$ cat src/rtl/usb2_ep_pkg.sv
// Shared state encoding, endpoint geometry and round-robin helper for the
// USB 2.0 IN endpoint sequencer.
package usb2_ep_pkg;

    localparam int unsigned EP_LEN_W    = 11;
    localparam int unsigned EP_HALF_BUF = 1024;

    typedef enum logic [2:0] {
        StIdle,
        StFill,
        StCommit,
        StAckLow,
        StZlpWait
    } ep_state_e;

    // Pointer to the requester after cur, wrapping at nreq.
    function automatic logic [2:0] rr_next(input logic [2:0] cur, input int unsigned nreq);
        return ((32'(cur) + 1) >= nreq) ? 3'd0 : cur + 3'd1;
    endfunction

endpackage

$ cat src/rtl/usb2_rr_arb.sv
// Combinational round-robin picker: first asserted request at or after ptr,
// searching circularly. The parent registers the result.
module usb2_rr_arb #(
    parameter int unsigned NREQ = 4
) (
    input  logic [NREQ-1:0] req,
    input  logic [2:0]      ptr,
    output logic [NREQ-1:0] gnt,
    output logic [2:0]      idx,
    output logic            any
);

    logic [NREQ-1:0] hi_mask;
    logic [NREQ-1:0] masked;
    logic [NREQ-1:0] cand;

    always_comb begin
        hi_mask = '0;
        for (int i = 0; i < NREQ; i++) begin
            hi_mask[i] = (i >= int'(ptr));
        end
        masked = req & hi_mask;
        // Nothing at or above ptr: wrap and take the lowest request overall.
        cand = (|masked) ? masked : req;
        gnt  = '0;
        idx  = '0;
        for (int i = NREQ - 1; i >= 0; i--) begin
            if (cand[i]) begin
                gnt    = '0;
                gnt[i] = 1'b1;
                idx    = 3'(i);
            end
        end
        any = |req;
    end

endmodule

$ cat src/rtl/usb2_ep_in_arb.sv
// Round-robin packetiser sharing one double-buffered USB 2.0 IN endpoint among
// NREQ byte streams. Define USB2_EP_IN_ZLP_EN to append a zero-length packet.
module usb2_ep_in_arb
    import usb2_ep_pkg::*;
#(
    parameter int unsigned NREQ        = 4,
    parameter int unsigned MAX_PKT     = 512,
    parameter int unsigned ACK_TIMEOUT = 255
) (
    input  logic                phy_clk,
    input  logic                reset_n,
    input  logic [NREQ-1:0]     req_valid,
    input  logic [8*NREQ-1:0]   req_data,
    input  logic [NREQ-1:0]     req_last,
    output logic [NREQ-1:0]     req_ready,
    output logic [NREQ-1:0]     grant,
    output logic [EP_LEN_W-1:0] buf_in_addr,
    output logic [7:0]          buf_in_data,
    output logic                buf_in_wren,
    input  logic                buf_in_ready,
    output logic                buf_in_commit,
    output logic [EP_LEN_W-1:0] buf_in_commit_len,
    input  logic                buf_in_commit_ack,
    output logic                pkt_done,
    output logic [2:0]          pkt_src,
    output logic                err_timeout
);

    localparam int unsigned TO_W = (ACK_TIMEOUT < 2) ? 1 : $clog2(ACK_TIMEOUT + 1);
    localparam logic [TO_W-1:0] TO_MAX  = TO_W'(ACK_TIMEOUT);
    localparam logic [TO_W-1:0] TO_LAST = TO_W'(ACK_TIMEOUT - 1);
    localparam logic [EP_LEN_W-1:0] PKT_MAX =
        EP_LEN_W'((MAX_PKT > EP_HALF_BUF) ? EP_HALF_BUF : MAX_PKT);
`ifdef USB2_EP_IN_ZLP_EN
    localparam bit ZLP_EN = 1'b1;
`else
    localparam bit ZLP_EN = 1'b0;
`endif

    ep_state_e           state_q, state_d;
    logic [NREQ-1:0]     grant_q, grant_d;
    logic [2:0]          owner_q, owner_d;
    logic [2:0]          rr_ptr_q, rr_ptr_d;
    logic [2:0]          src_q, src_d;
    logic [EP_LEN_W-1:0] cnt_q, cnt_d;
    logic [EP_LEN_W-1:0] addr_q, addr_d;
    logic [EP_LEN_W-1:0] len_q, len_d;
    logic [7:0]          data_q, data_d;
    logic                wren_q, wren_d;
    logic                done_q, done_d;
    logic                err_q, err_d;
    logic                zlp_q, zlp_d;
    logic [TO_W-1:0]     to_cnt_q, to_cnt_d;

    logic [NREQ-1:0]     arb_gnt;
    logic [2:0]          arb_idx;
    logic                arb_any;
    logic [7:0]          sel_byte;
    logic                sel_last;
    logic                accept;
    logic [EP_LEN_W-1:0] cnt_inc;

    usb2_rr_arb #(
        .NREQ(NREQ)
    ) u_rr_arb (
        .req(req_valid),
        .ptr(rr_ptr_q),
        .gnt(arb_gnt),
        .idx(arb_idx),
        .any(arb_any)
    );

    always_comb begin
        sel_byte = '0;
        for (int i = 0; i < NREQ; i++) begin
            if (grant_q[i]) sel_byte = req_data[8*i +: 8];
        end
    end

    assign sel_last = |(req_last & grant_q);
    assign accept   = (state_q == StFill) && |(req_valid & grant_q);
    assign cnt_inc  = cnt_q + 1'b1;

    always_comb begin
        state_d  = state_q;
        grant_d  = grant_q;
        owner_d  = owner_q;
        rr_ptr_d = rr_ptr_q;
        src_d    = src_q;
        cnt_d    = cnt_q;
        addr_d   = addr_q;
        data_d   = data_q;
        len_d    = len_q;
        wren_d   = 1'b0;
        done_d   = 1'b0;
        err_d    = err_q;
        zlp_d    = zlp_q;
        to_cnt_d = to_cnt_q;
        unique case (state_q)
            StIdle: begin
                if (buf_in_ready && arb_any) begin
                    grant_d = arb_gnt;
                    owner_d = arb_idx;
                    cnt_d   = '0;
                    state_d = StFill;
                end
            end
            StFill: begin
                if (accept) begin
                    data_d = sel_byte;
                    addr_d = cnt_q;
                    wren_d = 1'b1;
                    cnt_d  = cnt_inc;
                    if (sel_last || (cnt_inc == PKT_MAX)) begin
                        len_d    = cnt_inc;
                        to_cnt_d = '0;
                        zlp_d    = ZLP_EN && sel_last && (cnt_inc == PKT_MAX);
                        state_d  = StCommit;
                    end
                end
            end
            StCommit: begin
                // Timeout is only reported; the endpoint is still waited for.
                if (to_cnt_q != TO_MAX) to_cnt_d = to_cnt_q + 1'b1;
                if (to_cnt_q == TO_LAST) err_d = 1'b1;
                if (buf_in_commit_ack) state_d = StAckLow;
            end
            StAckLow: begin
                if (!buf_in_commit_ack) begin
                    done_d = 1'b1;
                    src_d  = owner_q;
                    if (zlp_q) begin
                        zlp_d   = 1'b0;
                        state_d = StZlpWait;
                    end else begin
                        grant_d  = '0;
                        rr_ptr_d = rr_next(owner_q, NREQ);
                        state_d  = StIdle;
                    end
                end
            end
            StZlpWait: begin
                if (buf_in_ready) begin
                    len_d    = '0;
                    to_cnt_d = '0;
                    state_d  = StCommit;
                end
            end
            default: state_d = StIdle;
        endcase
    end

    always_ff @(posedge phy_clk) begin
        if (!reset_n) begin
            state_q  <= StIdle;
            grant_q  <= '0;
            owner_q  <= '0;
            rr_ptr_q <= '0;
            src_q    <= '0;
            cnt_q    <= '0;
            addr_q   <= '0;
            data_q   <= '0;
            len_q    <= '0;
            wren_q   <= 1'b0;
            done_q   <= 1'b0;
            err_q    <= 1'b0;
            zlp_q    <= 1'b0;
            to_cnt_q <= '0;
        end else begin
            state_q  <= state_d;
            grant_q  <= grant_d;
            owner_q  <= owner_d;
            rr_ptr_q <= rr_ptr_d;
            src_q    <= src_d;
            cnt_q    <= cnt_d;
            addr_q   <= addr_d;
            data_q   <= data_d;
            len_q    <= len_d;
            wren_q   <= wren_d;
            done_q   <= done_d;
            err_q    <= err_d;
            zlp_q    <= zlp_d;
            to_cnt_q <= to_cnt_d;
        end
    end

    assign req_ready         = (state_q == StFill) ? grant_q : '0;
    assign grant             = grant_q;
    assign buf_in_addr       = addr_q;
    assign buf_in_data       = data_q;
    assign buf_in_wren       = wren_q;
    assign buf_in_commit     = (state_q == StCommit);
    assign buf_in_commit_len = len_q;
    assign pkt_done          = done_q;
    assign pkt_src           = src_q;
    assign err_timeout       = err_q;

endmodule

$ cat config.mk
export PLATFORM = sky130hd
export DESIGN_NAME = usb2_ep_in_arb
export DESIGN_NICKNAME = d
export VERILOG_FILES = /design/src/rtl/usb2_ep_pkg.sv /design/src/rtl/usb2_rr_arb.sv /design/src/rtl/usb2_ep_in_arb.sv
export SDC_FILE = /design/constraint.sdc
export NUM_CORES = 1
export LEC_CHECK = 0
export CORE_MARGIN = 4
export CORE_UTILIZATION = 52
export DETAILED_ROUTE_END_ITERATION = 8
export HOLD_SLACK_MARGIN = 0.08
export PLACE_DENSITY = 0.91
export SKIP_CTS_REPAIR_TIMING = 1
export SYNTH_ARGS = -nofsm -noshare
export SYNTH_HDL_FRONTEND = slang
export SYNTH_SLANG_ARGS = --single-unit
$ cat constraint.sdc
create_clock -name phy_clk -period 3.5 [get_ports phy_clk]
set_input_delay 0.35 -clock phy_clk [delete_from_list [all_inputs] [get_ports phy_clk]]
set_output_delay 0.35 -clock phy_clk [all_outputs]
set_load 0.01 [all_outputs]
==> out/metrics.yaml, run 1 <==
drt:
  viasPerCell: 6.00
  routedWlPerCell_um: 16.2
  drt_pass1_iterations: 5
  vias: 3438
  first_iter_violations: 244
  drc: 0
  routed_wl_um: 9270
  ant_nets: 0
die:
  initial_core_util: 0.547
  die_x_um: 87.6
  io_pins: 89
  dieArea_um2: 7680
  chipHeight_um: 87.6
  core_um2: 6030
  core.rowCount: 28
power_and_ir_drop:
  leakagePower_uw: 0.00151
  p_seq_frac: 0.391
  internal-power_uw: 1450
  switching_power_uw: 658
  p_comb_frac: 0.265
  total_power_uw: 2110
  peakVddDrop_mv: 0.408
  power.density_nw_per_um2: 480
  sw_frac_of_total: 0.312
  clkPwrFrac: 0.344
logic_synthesis:
  synthesis.area_um2: 3300
  synth_warnings: 0
  synth-seq-cells: 65
  synth_top_family_by_area: "simple AND/OR/NAND/NOR gates"
  synth_area_leaders: "dfxtp_1 (39%), a21oi_1 (6.2%), nand2_1 (6.0%), nor2_1 (5.5%), a211oi_1 (3.9%)"
  synth_top_area_frac: 0.395
  synth_fa_ha_area_frac: 0.0342
  synth.distinct_cells: 57
  synth_compound_area_frac: 0.235
  synth_edf_count: 0
  synthXorXnorAreaFrac: 0.0266
  synthSimpleGateAreaFrac: 0.253
  async_flop_share: 0
  synth_mux_area_frac: 0.00304
  syn_inst: 422
  syn_area_per_cell_um2: 7.81
  synth-main-ff-cell: "dfxtp_1"
  ys_seq_area_frac: 0.395
  synth_fp_nets: 475
  yosysTopAreaCell: "dfxtp_1"
timing:
  slew_headroom: 0.535
  grt_setup_unrepaired: "false"
  min_period_ps: 2700
  hold_ws_ps: 456
  hold_viol_final: 0
  maxSlewViolCount: 0
  setup_viol: 0
  tns_ps: 0
  fmax_mhz: 370
  final.setup_skew_ps: 7.79
  worst_pin_slew_ps: 689
  period_share: 0.773
critical_path:
  path_class: "reg -> reg"
  cp_max_fo: 16
  cp.arrival_ps: 2960
  end_kind: "flip-flop"
  r2r_cells: 7
  crit_path_start_kind: "flip-flop"
  cp.required_ps: 3760
clocking:
  htree_levels: 3
  cts_buffer_depth: 2
  cts.clk_slew.worst_paths_ps: 70
  clk_latency_ps: 340
  clock-sinks: 65
  cts_buffers: 9
  root_buffer: "clkbuf_8"
  cts_tree: "built"
cells_and_area:
  final_cell_mix: "clkdlybuf4s50_1 (87), dfxtp_1 (65), nand2_1 (53)"
  layout-drive-gt1-share: 0.0482
  nFillCells: 461
  final_cell_area_um2: 4400
  layout.cells.non_filler: 573
  antenna_cells: 0
  finalNetCount: 546
  area_growth_pct: 33.4
  final_common_cell: "clkdlybuf4s50_1"
placed_design:
  place_area_um2: 4170
  place_congestion: 0.850
  dpl.hpwl_um: 6640
  dp.cells: 557
  port_buffers: 87
global_routing:
  grtUsageTotal: 0.248
  grt_max_degree: 52
  overflow: 0
  grt_use_met1: 0.326
  grt_pass1_vias: 3070
  grtUsageMet2: 0.394
  grt_pass1_wl_um: 14900
  use_met3: 0.0630
  antenna_found_initial: 0
  top_usage_layer: "met2"
min_path:
  hold_depth: 2
  hold_path_class: "reg -> reg"
outcome:
  run_status: "finished, final reports clean"
run:
  drv_cap: 0
==> path summary, 6_finish.rpt <==
kind             startpoint              to  slack (ps)
max reg2reg        cnt_q[0]     to_cnt_q[6]         800
min reg2reg  buf_in_addr[8]  buf_in_addr[8]         460
max                cnt_q[0]     to_cnt_q[6]         800
min          buf_in_addr[8]  buf_in_addr[8]         460
==> worst max-delay path: stages (launching register included) <==
cell      delay, ps
dfxtp_1         390
ha_1            300
and3_1          220
and2_1          210
a2111o_1        390
o21a_1          360
or4b_1          560
o31ai_1         190
==> state kept, by name, indices dropped and copies added (netlist names) <==
signal,count
grant,4
buf_in_wren,1
pkt_done,1
err_timeout,1
state_q,2
rr_ptr_q,3
buf_in_commit_len,11
buf_in_addr,11
cnt_q,11
pkt_src,2
buf_in_data,8
to_cnt_q,8
owner_q,2
==> power by group through the flow <==
stage / clock network, uW / registers (uW) / logic, uW
global route: 778 / 832 / 619
finish: 725 / 826 / 558
detailed placement: 0 / 842 / 549
CTS: 736 / 826 / 553
global placement: 0 / 838 / 534
floorplan: 0 / 838 / 339
==> metrics by stage <==
stage	setup slack, ps	utilization
2_1_floorplan	1120	-
3_5_place_dp	665	0.691
4_1_cts	822	0.730
5_1_grt	577	0.730
6_report	796	0.730
3_3_place_gp	848	0.691
==> cell families (layout without fill, tap and decap cells) <==
logic type,Yosys count,after routing
flops,65,65
compound gates,120,120
fa+ha+maj,9,9
other cells,1,1
xor+xnor,10,10
buf+inv,41,117
mux,1,1
simple gates,175,175
==> final cells by class <==
cell class,count,area (um^2),share of cell area
clock inverter,4,75.1,0.0171
sequential,65,1300,0.296
tap,75,93.8,0.0213
multi-input combinational,316,1830,0.415
inverter,8,30.0,0.00683
timing repair buffer,93,916,0.208
clock buffer,12,155,0.0353
==> cell usage after synthesis, drive strengths merged, types with 2 or more instances <==
cell type and instances:
a221oi 8, a211oi 17, o31ai 2, o21a 2
nand2 53, nand3 12, nor2b 5, o22ai 2
xnor2 5, and2 7, or4 5, o21ai 20
nand2b 2, o311ai 3, buf 9, nand4b 2
and3 6, a31oi 3, clkbuf 24, dfxtp 65
nor3 21, o211ai 2, nand3b 3, a21oi 41
or3 4, nand4 3, inv 7, ha 9
xor2 5, a22oi 8, nor2 48
==> layer usage <==
| layer | wire (um) | part of all wire |
|---|---|---|
| met5 | 0 | 0 |
| met4 | 204 | 0.022 |
| met3 | 496 | 0.053 |
| met2 | 4520 | 0.49 |
| met1 | 4060 | 0.44 |
(Power assumes the default switching activity.)
==> run 2: changes to the inputs <==
--- a/config.mk
+++ b/config.mk
@@ -6,10 +6,10 @@
 export NUM_CORES = 1
 export LEC_CHECK = 0
 export CORE_MARGIN = 4
-export CORE_UTILIZATION = 52
+export CORE_UTILIZATION = 44
 export DETAILED_ROUTE_END_ITERATION = 8
 export HOLD_SLACK_MARGIN = 0.08
-export PLACE_DENSITY = 0.91
+export PLACE_DENSITY = 0.83
 export SKIP_CTS_REPAIR_TIMING = 1
 export SYNTH_ARGS = -nofsm -noshare
 export SYNTH_HDL_FRONTEND = slang
==> constraint.sdc (replaced) <==
create_clock -name phy_clk -period 2.2 [get_ports phy_clk]
set_input_delay 0.22 -clock phy_clk [delete_from_list [all_inputs] [get_ports phy_clk]]
set_output_delay 0.22 -clock phy_clk [all_outputs]
set_load 0.01 [all_outputs]
==> out/metrics.yaml, run 2 (synthesized netlist as in run 1, its figures left out) <==
timing:
  final.setup_skew_ps: 7.50  # -0.288 ps
  hold_viol_final: 0  # unchanged
  min_period_ps: 2260  # -448 ps
  setup_slack_ps: -56.4  # -852 ps
  setup_viol: 4  # +4
  slew_headroom: 0.656  # +0.121
  worst_pin_slew_ps: 515  # -174 ps
  grt_setup_unrepaired: "true"
  hold_ws_ps: 460  # +4.15 ps
  maxSlewViolCount: 0  # unchanged
  tns_ps: -122  # -122 ps
  fmax_mhz: 443  # +20%
  period_share: 1.03  # +0.253
die:
  io_pins: 89  # unchanged
  die_x_um: 94.5  # +7.9%
  initial_core_util: 0.454  # -0.0926
  dieArea_um2: 8940  # +16%
  core.rowCount: 31  # +11%
  chipHeight_um: 94.5  # +7.9%
  core_um2: 7250  # +20%
power_and_ir_drop:
  power.density_nw_per_um2: 758  # +58%
  total_power_uw: 3630  # +72%
  peakVddDrop_mv: 0.404  # -0.85%
  leakagePower_uw: 0.00171  # +13%
cells_and_area:
  final_cell_mix: "clkdlybuf4s50_1 (87), dfxtp_1 (62), nand2_1 (53)"
  layout-drive-gt1-share: 0.144  # +0.0957
  finalNetCount: 583  # +6.8%
  area_growth_pct: 45.3
  final_common_cell: "clkdlybuf4s50_1"
  final_cell_area_um2: 4790  # +8.9%
  antenna_cells: 0  # unchanged
critical_path:
  crit_path_start_kind: "flip-flop"
  r2r_slack_ps: -60  # -850 ps
  path_class: "reg -> reg"
  r2r_cells: 7  # unchanged
  endpoint: "to_cnt_q[6]"
  end_kind: "flip-flop"
  cp-startpoint: "cnt_q[0]"
  cp_max_fo: 6  # -10
  cp.arrival_ps: 2530  # -430 ps
  cp.required_ps: 2470  # -1290 ps
  crit-reg2reg-launch: "cnt_q[0]"
  r2r-end: "to_cnt_q[6]"
global_routing:
  top_usage_layer: "met2"
  use_met3: 0.0805  # +0.0174
  grtUsageMet2: 0.385  # -0.00908
  grt_pass1_wl_um: 16200  # +8.7%
  grtUsageTotal: 0.230  # -0.0178
  grt_pass1_vias: 3543  # +15%
  overflow: 0  # unchanged
  grt_use_met1: 0.270  # -0.0552
  grt_max_degree: 33  # -37%
  antenna_found_initial: 0  # unchanged
clocking:
  root_buffer: "clkbuf_8"
  htree_levels: 3  # unchanged
  cts.clk_slew.worst_paths_ps: 80  # about the same
  cts_tree: "built"
  cts_buffers: 9  # unchanged
  clock-sinks: 65  # unchanged
  clk_latency_ps: 360  # +20 ps
  cts_buffer_depth: 2  # unchanged
drt:
  drt_pass1_iterations: 5  # unchanged
  first_iter_violations: 233  # -4.5%
  ant_nets: 0  # unchanged
  viasPerCell: 5.67  # -5.5%
  routedWlPerCell_um: 15.9  # -1.9%
  routed_wl_um: 10100  # +8.5%
  vias: 3595  # +4.6%
  drc: 0  # unchanged
run:
  drv_cap: 0  # unchanged
placed_design:
  dpl.hpwl_um: 7340  # +11%
  port_buffers: 87  # unchanged
  place_area_um2: 4500  # +8.0%
  place_congestion: 0.864  # +1.6%
  dpl_worst_slack_ps: -194  # -859 ps
outcome:
  run_status: "finished with violations"
  violations: "negative setup slack"
min_path:
  hold_path_class: "reg -> reg"
## run 2: changes by cell type in the layout (fill, tap and decap cells not counted), sizes merged
cell | before | now
buf | 6 | 43
clkbuf | 12 | 9
clkinv | 1 | 3
clkinvlp | 2 | 1
inv | 7 | 9
## run 2: critical path, cell delays in order (launching register included)
cell and delay (ps):
dfxtp_4 370, ha_4 160, and3_4 170, and2_4 150, a2111o_1 400, o21a_4 240
or4b_4 490, o31ai_2 180
## run 2: metrics by stage
step / instances / util
3_3_place_gp: 617 / 0.620
3_5_place_dp: 617 / 0.620
2_1_floorplan: 422 / -
5_1_grt: 634 / 0.660
6_report: 634 / 0.660
4_1_cts: 633 / 0.652
## run 2: layout make-up
| class | count | area (um^2) |
|---|---|---|
| sequential | 65 | 1310 |
| multi-input combinational | 316 | 1890 |
| tap | 99 | 124 |
| clock inverter | 7 | 103 |
| timing repair buffer | 130 | 1210 |
| fill | 590 | 2460 |
| clock buffer | 9 | 124 |
| inverter | 8 | 30.0 |
## run 2: layer usage
layer  vias up  share of wire
met2       172           0.48
li1       1733              -
met5         -              0
met1      1664           0.41
met3        26          0.089
met4         0          0.024
## run 2: worst min-delay path by stage
| stage | end | slack, ps | start | cells past startpoint |
|---|---|---|---|---|
| after detailed placement | buf_in_addr[4] | 450 | buf_in_addr[4] | 2 |
| after global routing | buf_in_addr[7] | 480 | buf_in_addr[7] | 2 |
| after CTS | buf_in_addr[7] | 460 | buf_in_addr[7] | 2 |
| final | buf_in_addr[6] | 460 | buf_in_addr[6] | 2 |
| after floorplan | grant[3] | 390 | req_valid[3] | 2 |
| after global placement | buf_in_addr[10] | 440 | buf_in_addr[10] | 2 |
## run 2: power by group
part           internal, uW  switching [uW]
sequential             1240            62.7
clock                   649             513
combinational           547             617
total                  2440            1190
